--- config.mk ---
export PLATFORM = sky130hd
export DESIGN_NAME = int_ctrl_flat
export DESIGN_NICKNAME = d
export VERILOG_FILES = /design/src/rtl/int_ctrl_if.sv /design/src/rtl/int_ctrl.sv /design/src/flat_wrapper.sv
export SDC_FILE = /design/constraint.sdc
export NUM_CORES = 1
export LEC_CHECK = 0
export ABC_AREA = 1
export ABC_CLOCK_PERIOD_IN_PS = 3500
export BUFFER_PORTS_ARGS = -buffer_cell sky130_fd_sc_hd__buf_4
export CORE_ASPECT_RATIO = 0.7
export CORE_MARGIN = 3
export CORE_UTILIZATION = 40
export DETAILED_ROUTE_END_ITERATION = 6
export PLACE_DENSITY = 0.67
export SYNTH_ARGS = -nofsm -noshare
export SYNTH_HDL_FRONTEND = slang
export SYNTH_SLANG_ARGS = --single-unit
--- constraint.sdc ---
create_clock -name CLK -period 3.5 [get_ports CLK]
set_clock_uncertainty 0.1 [all_clocks]
set_input_delay 0 -clock CLK [delete_from_list [all_inputs] [get_ports CLK]]
set_output_delay 0 -clock CLK [all_outputs]
set_load 0.01 [all_outputs]
--- src/rtl/int_ctrl_if.sv ---
// ============================================================================
// Module      : int_ctrl_if
// Description : Event-line, control and request/vector bundle for int_ctrl.
//               HOLDOFF exists only when INT_CTRL_HOLDOFF_EN is defined.
// Revision    : 1.0 - initial release
// ============================================================================
`default_nettype none

interface int_ctrl_if #(
  parameter int NCH       = 8,
  parameter int VW        = (NCH > 1) ? $clog2(NCH) : 1,
  parameter int HOLDOFF_W = 8
);
  logic [NCH-1:0]       IRQ_IN;
  logic [NCH-1:0]       ENABLE;
  logic [2*NCH-1:0]     MODE;
  logic [NCH-1:0]       CLEAR;
  logic                 ACK;
  logic [NCH-1:0]       PENDING;
  logic                 IRQ_OUT;
  logic [VW-1:0]        VECTOR;
  logic                 VALID;
`ifdef INT_CTRL_HOLDOFF_EN
  logic [HOLDOFF_W-1:0] HOLDOFF;
`endif

  modport master (
    output IRQ_IN, ENABLE, MODE, CLEAR, ACK,
`ifdef INT_CTRL_HOLDOFF_EN
    output HOLDOFF,
`endif
    input  PENDING, IRQ_OUT, VECTOR, VALID
  );

  modport slave (
    input  IRQ_IN, ENABLE, MODE, CLEAR, ACK,
`ifdef INT_CTRL_HOLDOFF_EN
    input  HOLDOFF,
`endif
    output PENDING, IRQ_OUT, VECTOR, VALID
  );
endinterface

`default_nettype wire

--- src/rtl/int_ctrl.sv ---
// ============================================================================
// Module      : int_ctrl
// Description : Multi-channel interrupt source/aggregator with synchronisers,
//               programmable trigger modes, sticky pending bits and a
//               lowest-index-wins registered IRQ_OUT/VECTOR.
//               Optional macro INT_CTRL_HOLDOFF_EN adds post-ACK IRQ holdoff.
// Revision    : 1.0 - initial release
// ============================================================================
`default_nettype none

module int_ctrl #(
  parameter int NCH         = 8,
  parameter int SYNC_STAGES = 2,
  parameter int VW          = (NCH > 1) ? $clog2(NCH) : 1,
  parameter int HOLDOFF_W   = 8
) (
  input  wire logic  CLK,
  input  wire logic  RESETn,
  int_ctrl_if.slave  bus
);

  localparam logic [1:0] c_MODE_LEVEL = 2'b00;
  localparam logic [1:0] c_MODE_RISE  = 2'b01;
  localparam logic [1:0] c_MODE_FALL  = 2'b10;

  logic [NCH-1:0] r_sync [SYNC_STAGES];
  logic [NCH-1:0] r_prev;
  logic [NCH-1:0] r_pending;
  logic           r_valid;
  logic [VW-1:0]  r_vector;

  logic [NCH-1:0] w_s;
  logic [NCH-1:0] w_event;
  logic [NCH-1:0] w_set;
  logic [NCH-1:0] w_clr;
  logic [NCH-1:0] w_act;
  logic           w_valid;
  logic [VW-1:0]  w_vector;
  logic           w_ack_ok;

  assign w_s      = r_sync[SYNC_STAGES-1];
  assign w_ack_ok = bus.ACK & r_valid;

  always_ff @(posedge CLK or negedge RESETn) begin
    if (!RESETn) begin
      for (int i = 0; i < SYNC_STAGES; i++) r_sync[i] <= '0;
      r_prev <= '0;
    end else begin
      r_sync[0] <= bus.IRQ_IN;
      for (int i = 1; i < SYNC_STAGES; i++) r_sync[i] <= r_sync[i-1];
      r_prev <= w_s;
    end
  end

  generate
    for (genvar g = 0; g < NCH; g++) begin : g_ch
      logic [1:0] w_mode;
      assign w_mode = bus.MODE[2*g +: 2];

      always_comb begin
        w_event[g] = w_s[g] ^ r_prev[g];
        case (w_mode)
          c_MODE_LEVEL: w_event[g] = w_s[g];
          c_MODE_RISE:  w_event[g] = w_s[g] & ~r_prev[g];
          c_MODE_FALL:  w_event[g] = ~w_s[g] & r_prev[g];
          default:      w_event[g] = w_s[g] ^ r_prev[g];
        endcase
      end

      // ACK only ever clears the channel that was on the registered VECTOR
      assign w_clr[g] = bus.CLEAR[g] | (w_ack_ok & (r_vector == VW'(g)));
    end
  endgenerate

  assign w_set = w_event & bus.ENABLE;

  // Set is OR'd after the clear so a coincident event is never lost
  always_ff @(posedge CLK or negedge RESETn) begin
    if (!RESETn) r_pending <= '0;
    else         r_pending <= w_set | (r_pending & ~w_clr);
  end

  assign w_act   = r_pending & bus.ENABLE;
  assign w_valid = |w_act;

  always_comb begin
    w_vector = '0;
    for (int i = NCH - 1; i >= 0; i--) begin
      if (w_act[i]) w_vector = VW'(i);
    end
  end

  always_ff @(posedge CLK or negedge RESETn) begin
    if (!RESETn) begin
      r_valid  <= 1'b0;
      r_vector <= '0;
    end else begin
      r_valid  <= w_valid;
      r_vector <= w_vector;
    end
  end

`ifdef INT_CTRL_HOLDOFF_EN
  logic [HOLDOFF_W-1:0] r_hold;

  always_ff @(posedge CLK or negedge RESETn) begin
    if (!RESETn)            r_hold <= '0;
    else if (w_ack_ok)      r_hold <= bus.HOLDOFF;
    else if (r_hold != '0)  r_hold <= r_hold - 1'b1;
  end

  assign bus.IRQ_OUT = r_valid & (r_hold == '0);
`else
  assign bus.IRQ_OUT = r_valid;
`endif

  assign bus.PENDING = r_pending;
  assign bus.VALID   = r_valid;
  assign bus.VECTOR  = r_vector;

endmodule

`default_nettype wire

--- src/flat_wrapper.sv ---
// flat-port wrapper written by rule: the top's interface ports become plain ports
module int_ctrl_flat 
#(
  parameter int NCH         = 8,
  parameter int SYNC_STAGES = 2,
  parameter int VW          = (NCH > 1) ? $clog2(NCH) : 1,
  parameter int HOLDOFF_W   = 8
)
  (CLK, RESETn, bus_IRQ_IN, bus_ENABLE, bus_MODE, bus_CLEAR, bus_ACK, bus_PENDING, bus_IRQ_OUT, bus_VECTOR, bus_VALID);
  int_ctrl_if #(.NCH(NCH), .VW(VW), .HOLDOFF_W(HOLDOFF_W)) bus_i ();
  input  wire logic CLK;
  input  wire logic RESETn;
  input wire logic [$bits(bus_i.IRQ_IN)-1:0] bus_IRQ_IN;
  input wire logic [$bits(bus_i.ENABLE)-1:0] bus_ENABLE;
  input wire logic [$bits(bus_i.MODE)-1:0] bus_MODE;
  input wire logic [$bits(bus_i.CLEAR)-1:0] bus_CLEAR;
  input wire logic [$bits(bus_i.ACK)-1:0] bus_ACK;
  output wire logic [$bits(bus_i.PENDING)-1:0] bus_PENDING;
  output wire logic [$bits(bus_i.IRQ_OUT)-1:0] bus_IRQ_OUT;
  output wire logic [$bits(bus_i.VECTOR)-1:0] bus_VECTOR;
  output wire logic [$bits(bus_i.VALID)-1:0] bus_VALID;
  assign bus_i.IRQ_IN = bus_IRQ_IN;
  assign bus_i.ENABLE = bus_ENABLE;
  assign bus_i.MODE = bus_MODE;
  assign bus_i.CLEAR = bus_CLEAR;
  assign bus_i.ACK = bus_ACK;
  assign bus_PENDING = bus_i.PENDING;
  assign bus_IRQ_OUT = bus_i.IRQ_OUT;
  assign bus_VECTOR = bus_i.VECTOR;
  assign bus_VALID = bus_i.VALID;
  int_ctrl #(.NCH(NCH), .SYNC_STAGES(SYNC_STAGES), .VW(VW), .HOLDOFF_W(HOLDOFF_W)) u_core (.CLK(CLK), .RESETn(RESETn), .bus(bus_i));
endmodule
==> summary.md, run 1 <==
| Metric | Value |
|---|---|
| CTS tree | `done` |
| Startpoint class of the critical path | `flop` |
| Commonest non-fill, non-tap cells in the layout | `56 x nand2_1, 55 x buf_4, 36 x inv_1, 36 x dfrtp_1, 33 x dlygate4sd3_1` |
| Htree depth | `2` |
| Fillers | `352` |
| Row cnt | `19` |
| Die Height | `60.95 um` |
| Starting Density | `42.69%` |
| Antenna cells | `0` |
| Dpl ws | `2323 ps` |
| Seq cells post-synth | `36` |
| Tot GR Track Use | `14.67%` |
| Register area | `900.9 um2` |
| Synth warn | `0` |
| Hpwl dp | `2.623 mm` |
| Leakage power | `1.416 nW` |
| Worst relative slew slack | `70.86%` |
| First-pass iteration count of the detailed router | `4` |
| Commonest non-fill, non-tap cell in the layout | `nand2_1` |
| CP Buf/Inv Count | `3` |
| Fin nets | `354` |
| Critical-path cell list | `ha_1, inv_1, nand2_1, o211ai_1, nand3_1, dlygate4sd3_1, nand2_1, dlygate4sd3_1` |
| Syn Inst Count | `201` |
| Endpoints failing setup | `0` |
| Final worst path period share | `64.74%` |
| Fmax | `441.3 MHz` |
| Yosys top cell area share | `52.21%` |
| Grt total ovfl | `0` |
| Reg power frac | `46.9%` |
| Power per cell area | `388.7 nW/um2` |
| Fin. Hold Viols | `0` |
| I/O pins | `56` |
| Reg clk slew, reported paths | `70 ps` |
| Core Util, Final | `64.74%` |
| Port Buffers | `55` |
| Outcome | `finished clean` |
| Switching Share | `26.61%` |
| Latest clock arrival within the worst-skew pair | `280 ps` |
| Slew @ Worst Pin | `437.0 ps` |
| Synth unique cells | `14` |
| Pin count of the biggest net entering global routing | `37` |
| Max stage delay on crit path | `560 ps` |
| Num CTS Buffers | `5` |
| Netlist Area Pre-Place | `1725 um2` |
| Die area | `5150 um2` |
| Die Width | `84.50 um` |
| CP Data Arrival Time | `2330 ps` |
| DRC violations left | `0` |
| Worst hold slack | `8.554 ps` |
| Vias/cell | `4.345` |
| Slew Limit Fails | `0` |
| Core area | `4041 um2` |
| Maxcap violations | `0` |
| Vias | `1,512` |
| Req. time, crit path | `3570 ps` |
| Delay-heaviest family, CP | `buffers and inverters` |
| Mean post-synth cell area | `8.584 um2` |
| Switching power | `270.6 uW` |
| Setup TNS | `0 ps` |
| Initial DRC count | `48` |
| Clk network pwr share | `29.5%` |
| Layout cells sized above 1 | `20.95%` |
| Post-CTS Setup Bufs | `0` |
| Slowest library cell on the worst path | `dlygate4sd3_1` |
| Pint | `746.3 uW` |
| Peak VDD IR | `0.2660 mV` |
| Routed length per instance | `10.16 um` |
| Syn-to-layout area delta | `51.63%` |
| Sequential-to-total area share from yosys stat | `52.21%` |
| Initial antenna violation count | `0` |
| Vias in the first global route | `1,407` |
| Max FO, Critical Path | `3` |
| Multi-input gate area | `681.9 um2` |
| Synth top area cells | `dfrtp_1 52%, nand2_1 12%, ha_1 12%` |
| Setup WS post-layout | `1234 ps` |
| Clk root buf | `clkbuf_8` |
| Clk buf depth | `2` |
| CP Capture Type | `flop` |
| WS Path Type | `reg -> reg` |
| Final Power | `1.017 mW` |
| Post-DRT Antenna Nets | `0` |
| Syn Nets | `260` |
| Comb power frac | `23.6%` |
| TritonCTS Sinks | `36` |
| Leading area contributor after synthesis | `dfrtp_1` |
| RSZ-0062 raised after global routing | `no` |
| Gpl congestion | `0.7697` |
| Post-CTS Resized | `0` |
| WL final | `3.537 mm` |
| Min Tclk post-route | `2266 ps` |
| Wire length of the first global-routing pass | `5.844 mm` |
| HP Class | `in -> reg` |
-- per-layer routing --
layer	vias to the layer above	track usage, %	routed length, um
met5	-	0	0
met4	0	4.740	28
met3	4	5.020	249
met2	42	24.53	1610
met1	664	18.31	1648
li1	802	-	-
-- cell usage after synthesis, drive strengths merged --
master   n
nor3     1
a31oi    1
o21ai    3
buf      1
nand2   56
nor2    29
o211ai   8
nand3    9
dfrtp   36
ha      16
nand3b   1
a21oi    4
inv     36
-- repair_timing --
item,in CTS,in global routing
hold endpoints to repair,56,0
hold buffers,33,0
endpoints found under the setup margin,0,0
-- layout make-up --
cell class | instances | share of cell area (%)
multi-input cells | 128 | 26.06
repair buffers | 88 | 28.41
flip-flops and latches | 36 | 34.43
well taps | 52 | 2.487
clock buffers | 8 | 3.443
inverters | 36 | 5.165
-- state kept, by name, summed over array words and instances, names as in the netlist --
register / count
u_core.w_s: 8
u_core.r_sync: 8
u_core.bus.PENDING: 8
u_core.bus.VECTOR: 3
u_core.r_prev: 8
u_core.bus.IRQ_OUT: 1
-- final timing paths --
kind,from,endpoint,slack [ps],cells past startpoint
max,u_core.w_s[7]$_DFF_PN0_,u_core.bus.PENDING[7]$_DFF_PN0_,1230,8
min,bus_ENABLE[2],u_core.bus.IRQ_OUT$_DFF_PN0_,9,5
max reg2reg,u_core.w_s[7]$_DFF_PN0_,u_core.bus.PENDING[7]$_DFF_PN0_,1230,8
min reg2reg,u_core.r_sync[8]$_DFF_PN0_,u_core.w_s[0]$_DFF_PN0_,250,0
max in group asynchronous,RESETn,u_core.r_sync[12]$_DFF_PN0_,2890,2
min in group asynchronous,RESETn,u_core.r_sync[11]$_DFF_PN0_,110,2
-- worst reg2reg max path, delay by kind of cell, from the launching register on --
| kind | cells | cell delay (ps) |
|---|---|---|
| fa+ha+maj | 1 | 280 |
| buf+inv | 3 | 1140 |
| compound gates | 1 | 70 |
| flops | 1 | 390 |
| simple gates | 3 | 170 |
-- through the flow --
step	cells	instance area (um2)
final	348	2616
after global routing	348	2616
after CTS	348	2616
after detailed placement	307	2196
after global placement	307	2196
after floorplan	201	1725
-- cell families after synthesis --
logic type                 share of synthesized area (%)
AOI/OAI and AO/OA                                  6.091
adders and majority gates                          11.60
buffers and inverters                              8.267
DFF                                                52.21
and+or+nand+nor                                    21.83
-- power by group through the flow --
stage                     Clock, mW  Combinational, mW  Sequential [mW]
after floorplan                   0             0.0855            0.491
after global placement            0              0.194            0.484
after detailed placement          0              0.196            0.485
after CTS                     0.307              0.242            0.477
after global routing          0.323              0.271            0.483
final                         0.300              0.240            0.477
Note: power is estimated with default switching activity, not from simulation.
==> inputs of run 2 (changes only) <==
- ABC_CLOCK_PERIOD_IN_PS: 3500 -> 1900
- PLACE_DENSITY: 0.67 -> 0.7
- clock period: 3.5 -> 1.9 ns (I/O delays scaled with it)
==> run 2 against run 1 <==
- utilization grew 0.15 points
- largest power group unchanged
- largest cell class unchanged
- setup slack lost 1100 ps
- global-route usage grew 0.65 points
- via count is the same
- critical path depth shrank 1
- worst hold slack gained 5.1 ps
- combinational power grew 82%
- routed wire length grew 1.2%
- first-iteration DRC count shrank 50%
- clock-buffer cell count shrank 1
- highest routed layer unchanged
- clock power grew 90%
==> summary.md, run 2 (synthesis results as in run 1) <==
| Metric | Value |
|---|---|
| Outcome | `finished clean` |
| I/O pins | `56 (unchanged)` |
| Initial antenna violation count | `0 (unchanged)` |
| Layout cells sized above 1 | `21.36% (+0.41 points)` |
| Final Cell Area | `2623 um2 (+0.24%)` |
| Reg2reg path depth | `7 (-1)` |
| CTS tree | `done` |
| Maxcap violations | `0 (unchanged)` |
| Die Width | `84.50 um (unchanged)` |
| Number of cells on the critical path | `7 (-1)` |
| Gpl congestion | `0.7581 (-1.5%)` |
| Dpl ws | `730.4 ps (-1593 ps)` |
| Initial DRC count | `24 (-50%)` |
| Comb power frac | `23.2% (-0.4 points)` |
| TritonCTS Sinks | `36 (unchanged)` |
| Clk buf depth | `2 (unchanged)` |
| Req. time, crit path | `1960 ps (-1610 ps)` |
| HP Class | `in -> reg` |
| Crit path to | `u_core.bus.PENDING[2]$_DFF_PN0_` |
| Delay-heaviest family, CP | `buffers and inverters` |
| Clk network pwr share | `30.2% (+0.7 points)` |
| R2r setup slk | `170 ps (-1070 ps)` |
| Antenna cells | `0 (unchanged)` |
| Finished Layout Cells | `347 (-0.29%)` |
| Final worst path period share | `91.20% (+26 points)` |
| Post-DRT Antenna Nets | `0 (unchanged)` |
| Die Height | `60.95 um (unchanged)` |
| Die area | `5150 um2 (unchanged)` |
| Routed length per instance | `10.32 um (+1.5%)` |
| Worst relative slew slack | `70.84% (about the same)` |
| Hpwl dp | `2.623 mm (about the same)` |
| Row cnt | `19 (unchanged)` |
| Switching power | `488.4 uW (+80%)` |
| CP Capture Type | `flop` |
| Commonest non-fill, non-tap cell in the layout | `nand2_1` |
| WL final | `3.580 mm (+1.2%)` |
| Leakage power | `1.420 nW (+0.28%)` |
| Vias in the first global route | `1,414 (+0.50%)` |
| Min Tclk post-route | `1733 ps (-533.1 ps)` |
| Crit-path most repeated cell | `nand2_1` |
| Vias/cell | `4.357 (+0.29%)` |
| First-pass iteration count of the detailed router | `4 (unchanged)` |
| Hold_buf cts | `33 (unchanged)` |
| Launching point of the worst reg2reg path | `u_core.w_s[2]$_DFF_PN0_` |
| Setup WS post-layout | `167.2 ps (-1067 ps)` |
| Startpoint class of the critical path | `flop` |
| Placed Area | `2196 um2 (unchanged)` |
| Pint | `1.395 mW (+87%)` |
| Latest clock arrival within the worst-skew pair | `280 ps (about the same)` |
| Pin count of the biggest net entering global routing | `37 (unchanged)` |
| Vias | `1,512 (unchanged)` |
| Worst hold slack | `13.63 ps (+5.079 ps)` |
| Post-CTS Setup Bufs | `0 (unchanged)` |
| Fin nets | `354 (unchanged)` |
| Fin. Hold Viols | `0 (unchanged)` |
| Slowest library cell on the worst path | `dlygate4sd3_1` |
| Slew Limit Fails | `0 (unchanged)` |
| Num CTS Buffers | `5 (unchanged)` |
| RSZ-0062 raised after global routing | `no` |
| Clk root buf | `clkbuf_8` |
| Peak VDD IR | `0.5028 mV (+89%)` |
| Port Buffers | `55 (unchanged)` |
| Wire length of the first global-routing pass | `6.127 mm (+4.8%)` |
| Htree depth | `2 (unchanged)` |
| CP Buf/Inv Count | `2 (-1)` |
| WS Path Type | `reg -> reg` |
| CP startpoint | `u_core.w_s[2]$_DFF_PN0_` |
| Max stage delay on crit path | `560 ps (about the same)` |
| Power per cell area | `718.3 nW/um2 (+85%)` |
| Setup TNS | `0 ps (unchanged)` |
| Switching Share | `25.93% (-0.69 points)` |
| Syn-to-layout area delta | `51.99%` |
| Max FO, Critical Path | `3 (unchanged)` |
| Worst r2r dst | `u_core.bus.PENDING[2]$_DFF_PN0_` |
| Tot GR Track Use | `15.32% (+0.65 points)` |
| Starting Density | `42.69% (unchanged)` |
| Fmax | `577.1 MHz (+31%)` |
| CP Data Arrival Time | `1790 ps (-540 ps)` |
| Reg clk slew, reported paths | `70 ps (about the same)` |
| Critical-path cell list | `ha_1, inv_1, nand2_1, o211ai_1, nand3_1, nand2_1, dlygate4sd3_1` |
| Slew @ Worst Pin | `437.3 ps (+0.3099 ps)` |
| Endpoints failing setup | `0 (unchanged)` |
| Post-CTS Resized | `0 (unchanged)` |
| Core area | `4041 um2 (unchanged)` |
| Reg power frac | `46.6% (-0.3 points)` |
| Commonest non-fill, non-tap cells in the layout | `56 x nand2_1, 55 x buf_4, 36 x inv_1, 36 x dfrtp_1, 33 x dlygate4sd3_1` |
| Cells after DPL | `307 (unchanged)` |
| DRC violations left | `0 (unchanged)` |
| Grt total ovfl | `0 (unchanged)` |
[run 2: cell types whose count changed in the layout (fill, tap and decap cells not counted), sizes merged]
cell,delta
clkbuf,-1
[run 2: per-layer routing]
layer / track usage [%] / up-vias / share of wire [%]
li1: - / 803 / -
met1: 19.17 / 670 / 45
met2: 25.98 / 35 / 48
met3: 5.020 / 4 / 6.6
met4: 4.515 / 0 / 0.89
met5: 0 / - / 0
[run 2: power by group through the flow]
stage	Clock [mW]	Sequential [mW]	Combinational [mW]
floorplan	0	0.904	0.157
global placement	0	0.891	0.356
detailed placement	0	0.894	0.362
CTS	0.591	0.879	0.438
global route	0.623	0.889	0.494
finish	0.569	0.878	0.436
[run 2: cell type report]
class	instances	area, um2
tap	52	65.06
clock buffer	7	96.34
inverter	36	135.1
fill	352	1419
timing repair buffer	88	743.2
sequential	36	900.9
multi-input combinational	128	681.9
[run 2: how the worst min path moves through the flow]
| stage | startpoint | cells past startpoint | endpoint |
|---|---|---|---|
| finish | bus_ENABLE[5] | 5 | u_core.bus.IRQ_OUT$_DFF_PN0_ |
| global route | bus_ENABLE[5] | 5 | u_core.bus.IRQ_OUT$_DFF_PN0_ |
| CTS | bus_ENABLE[5] | 5 | u_core.bus.IRQ_OUT$_DFF_PN0_ |
| detailed placement | RESETn | 1 | u_core.r_sync[8]$_DFF_PN0_ |
| global placement | RESETn | 1 | u_core.r_sync[8]$_DFF_PN0_ |
| floorplan | RESETn | 0 | u_core.bus.IRQ_OUT$_DFF_PN0_ |
[run 2: tightest hold or removal path, cell delays in order]
cell and delay, ps:
buf_4 90, nand2_1 80, nand2_1 80, nor2_1 50, nand2_1 60
[run 2: stage by stage]
stage / total power [mW] / util, %
6_report: 1.884 / 64.89
5_1_grt: 2.007 / 64.89
4_1_cts: 1.908 / 64.89
3_5_place_dp: 1.256 / 54.33
3_3_place_gp: 1.246 / 54.33
2_1_floorplan: 1.061 / -
==> inputs of run 3 (changes only) <==
- ABC_CLOCK_PERIOD_IN_PS: 1900 -> 1600
- CAP_MARGIN: unset -> 20
- CTS_BUF_LIST: unset -> sky130_fd_sc_hd__clkbuf_4 sky130_fd_sc_hd__clkbuf_8
- PLACE_DENSITY: 0.7 -> 0.67
- clock period: 1.9 -> 1.6 ns (I/O delays scaled with it)
==> run 3 against run 2 <==
- non-clock buffer count grew 12
- register-to-register slack lost 70 ps
- first-iteration DRC count grew to 3.0 times the previous value
- final cell count grew 3.7%
- critical path type unchanged
- largest power group unchanged
- highest routed layer unchanged
==> summary.md, run 3 (synthesis results as in run 1) <==
| Metric | Value |
|---|---|
| Commonest non-fill, non-tap cell in the layout | `buf_4` |
| Fillers | `330 (-6.3%)` |
| Post-DRT Antenna Nets | `0 (unchanged)` |
| Clk network pwr share | `30.4% (+0.2 points)` |
| Final Cell Area | `2741 um2 (+4.5%)` |
| Setup TNS | `0 ps (unchanged)` |
| Die Height | `60.95 um (unchanged)` |
| Endpoints failing setup | `0 (unchanged)` |
| Min Tclk post-route | `1507 ps (-225.9 ps)` |
| Startpoint class of the critical path | `flop` |
| Reg2reg path depth | `4 (-3)` |
| Tot GR Track Use | `15.93% (+0.61 points)` |
| Switching power | `596.3 uW (+22%)` |
| HP Class | `in -> async` |
| Max FO, Critical Path | `3 (unchanged)` |
| Worst hold slack | `110.1 ps (+96.47 ps)` |
| Finished Layout Cells | `360 (+3.7%)` |
| Row cnt | `19 (unchanged)` |
| Placed Area | `2196 um2 (unchanged)` |
| Initial antenna violation count | `0 (unchanged)` |
| Initial DRC count | `73 (+200%)` |
| DRC violations left | `0 (unchanged)` |
| Die area | `5150 um2 (unchanged)` |
| Cells after DPL | `307 (unchanged)` |
| Power per cell area | `824.3 nW/um2 (+15%)` |
| CP Capture Type | `flop` |
| Highest routed layer | `met4` |
| Maxcap violations | `0 (unchanged)` |
| Gpl congestion | `0.7697 (+1.5%)` |
| Final worst path period share | `94.18% (+3.0 points)` |
| Clk buf depth | `2 (unchanged)` |
| Pint | `1.663 mW (+19%)` |
| Switching Share | `26.39% (+0.46 points)` |
| Slew Limit Fails | `0 (unchanged)` |
| Port Buffers | `55 (unchanged)` |
| Comb power frac | `23.4% (+0.2 points)` |
| Commonest non-fill, non-tap cells in the layout | `58 x buf_4, 54 x nand2_1, 42 x dlygate4sd3_1` |
| Die Width | `84.50 um (unchanged)` |
| Core area | `4041 um2 (unchanged)` |
| First-pass iteration count of the detailed router | `4 (unchanged)` |
| Met2 routed WL | `1.773 mm (+3.7%)` |
| Vias in the first global route | `1,520 (+7.5%)` |
| Starting Density | `42.69% (unchanged)` |
| R2r setup slk | `90 ps (-70 ps)` |
| Pin count of the biggest net entering global routing | `37 (unchanged)` |
| Req. time, crit path | `1700 ps (-260 ps)` |
| Reg clk slew, reported paths | `70 ps (about the same)` |
| Launching point of the worst reg2reg path | `u_core.bus.PENDING[2]$_DFF_PN0_` |
| Vias | `1,565 (+3.5%)` |
| M1 wire length | `1.746 mm (+9.1%)` |
| Peak VDD IR | `0.6982 mV (+39%)` |
| Worst relative slew slack | `70.59% (-0.26 points)` |
| Hpwl dp | `2.601 mm (-0.85%)` |
| Reg power frac | `46.2% (-0.4 points)` |
| Fmax | `663.6 MHz (+15%)` |
| CP Data Arrival Time | `1610 ps (-180 ps)` |
| I/O pins | `56 (unchanged)` |
| WL met3 | `247 um (+4.7%)` |
| Leakage power | `1.475 nW (+3.8%)` |
| WL final | `3.815 mm (+6.6%)` |
| Latest clock arrival within the worst-skew pair | `280 ps (about the same)` |
| Antenna cells | `0 (unchanged)` |
| Outcome | `finished clean` |
| Wire length of the first global-routing pass | `6.389 mm (+4.3%)` |
| Fin. Hold Viols | `0 (unchanged)` |
| Grt total ovfl | `0 (unchanged)` |
| Setup WS post-layout | `93.12 ps (-74.11 ps)` |
| Vias/cell | `4.347 (-0.23%)` |
| Routed length per instance | `10.60 um (+2.7%)` |
| RSZ-0062 raised after global routing | `no` |
| TritonCTS Sinks | `36 (unchanged)` |
| Num CTS Buffers | `5 (unchanged)` |
| Fin nets | `366 (+3.4%)` |
| CTS tree | `done` |
| Slew @ Worst Pin | `441.2 ps (+3.853 ps)` |
| Worst r2r dst | `u_core.bus.VECTOR[2]$_DFF_PN0_` |
| Htree depth | `2 (unchanged)` |
| Clk root buf | `clkbuf_8` |
| Layout cells sized above 1 | `22.40% (+1.0 points)` |
| Syn-to-layout area delta | `58.88%` |
| WS Path Type | `reg -> reg` |
| Dpl ws | `433.6 ps (-296.8 ps)` |
==> run 3: changes by cell type in the layout (fill, tap and decap cells not counted), sizes merged <==
cell         before  now
dlygate4sd3      33   42
buf              55   58
clkbuf            7    8
==> run 3: power by group through the flow <==
| stage | clock (mW) | sequential (mW) | combinational, mW |
|---|---|---|---|
| after floorplan | 0 | 1.07 | 0.187 |
| after global placement | 0 | 1.06 | 0.423 |
| after detailed placement | 0 | 1.06 | 0.429 |
| after CTS | 0.704 | 1.04 | 0.522 |
| after global routing | 0.739 | 1.06 | 0.599 |
| final | 0.687 | 1.04 | 0.529 |
==> run 3: timing repair <==
item | CTS | global route
setup buffers | 0 | 3
endpoints found under the setup margin | 0 | 2
hold buffers | 43 | 0
hold endpoints to repair | 56 | 0
gates resized for setup | 0 | 2
==> run 3: critical path: stages, from the launching register on <==
cell,delay [ps]
dfrtp_1,410
nand2_2,100
nand2_1,80
dlygate4sd3_1,560
nor3_1,180
==> run 3: cell type report <==
class / instances / area, um2 / share of cell area [%]
Inverter: 36 / 135.1 / 4.929
Clock buffer: 8 / 97.59 / 3.560
Tap cell: 52 / 65.06 / 2.373
Sequential cell: 36 / 900.9 / 32.86
Timing Repair Buffer: 100 / 855.8 / 31.22
Multi-Input combinational cell: 128 / 686.9 / 25.06
==> run 3: stage by stage <==
stage	util (%)	total power, mW
6_report	67.83	2.260
5_1_grt	67.83	2.394
4_1_cts	67.40	2.269
3_5_place_dp	54.33	1.490
3_3_place_gp	54.33	1.482
2_1_floorplan	-	1.260
==> run 3: routing by layer <==
layer | GRT usage, % | vias up
met4 | 6.095 | 0
met1 | 19.12 | 693
met3 | 4.478 | 8
li1 | - | 825
met5 | 0 | -
met2 | 27.98 | 39
==> run 3: worst max-delay path by stage <==
stage                     slack (ps)                            start                         endpoint  cells past startpoint
after floorplan                  500          u_core.w_s[2]$_DFF_PN0_  u_core.bus.PENDING[2]$_DFF_PN0_                      6
after global placement           450          u_core.w_s[2]$_DFF_PN0_  u_core.bus.PENDING[2]$_DFF_PN0_                      6
after detailed placement         430          u_core.w_s[7]$_DFF_PN0_  u_core.bus.PENDING[7]$_DFF_PN0_                      6
after CTS                         20  u_core.bus.PENDING[7]$_DFF_PN0_   u_core.bus.VECTOR[0]$_DFF_PN0_                      9
after global routing              30  u_core.bus.PENDING[2]$_DFF_PN0_   u_core.bus.VECTOR[2]$_DFF_PN0_                      4
final                             90  u_core.bus.PENDING[2]$_DFF_PN0_   u_core.bus.VECTOR[2]$_DFF_PN0_                      4
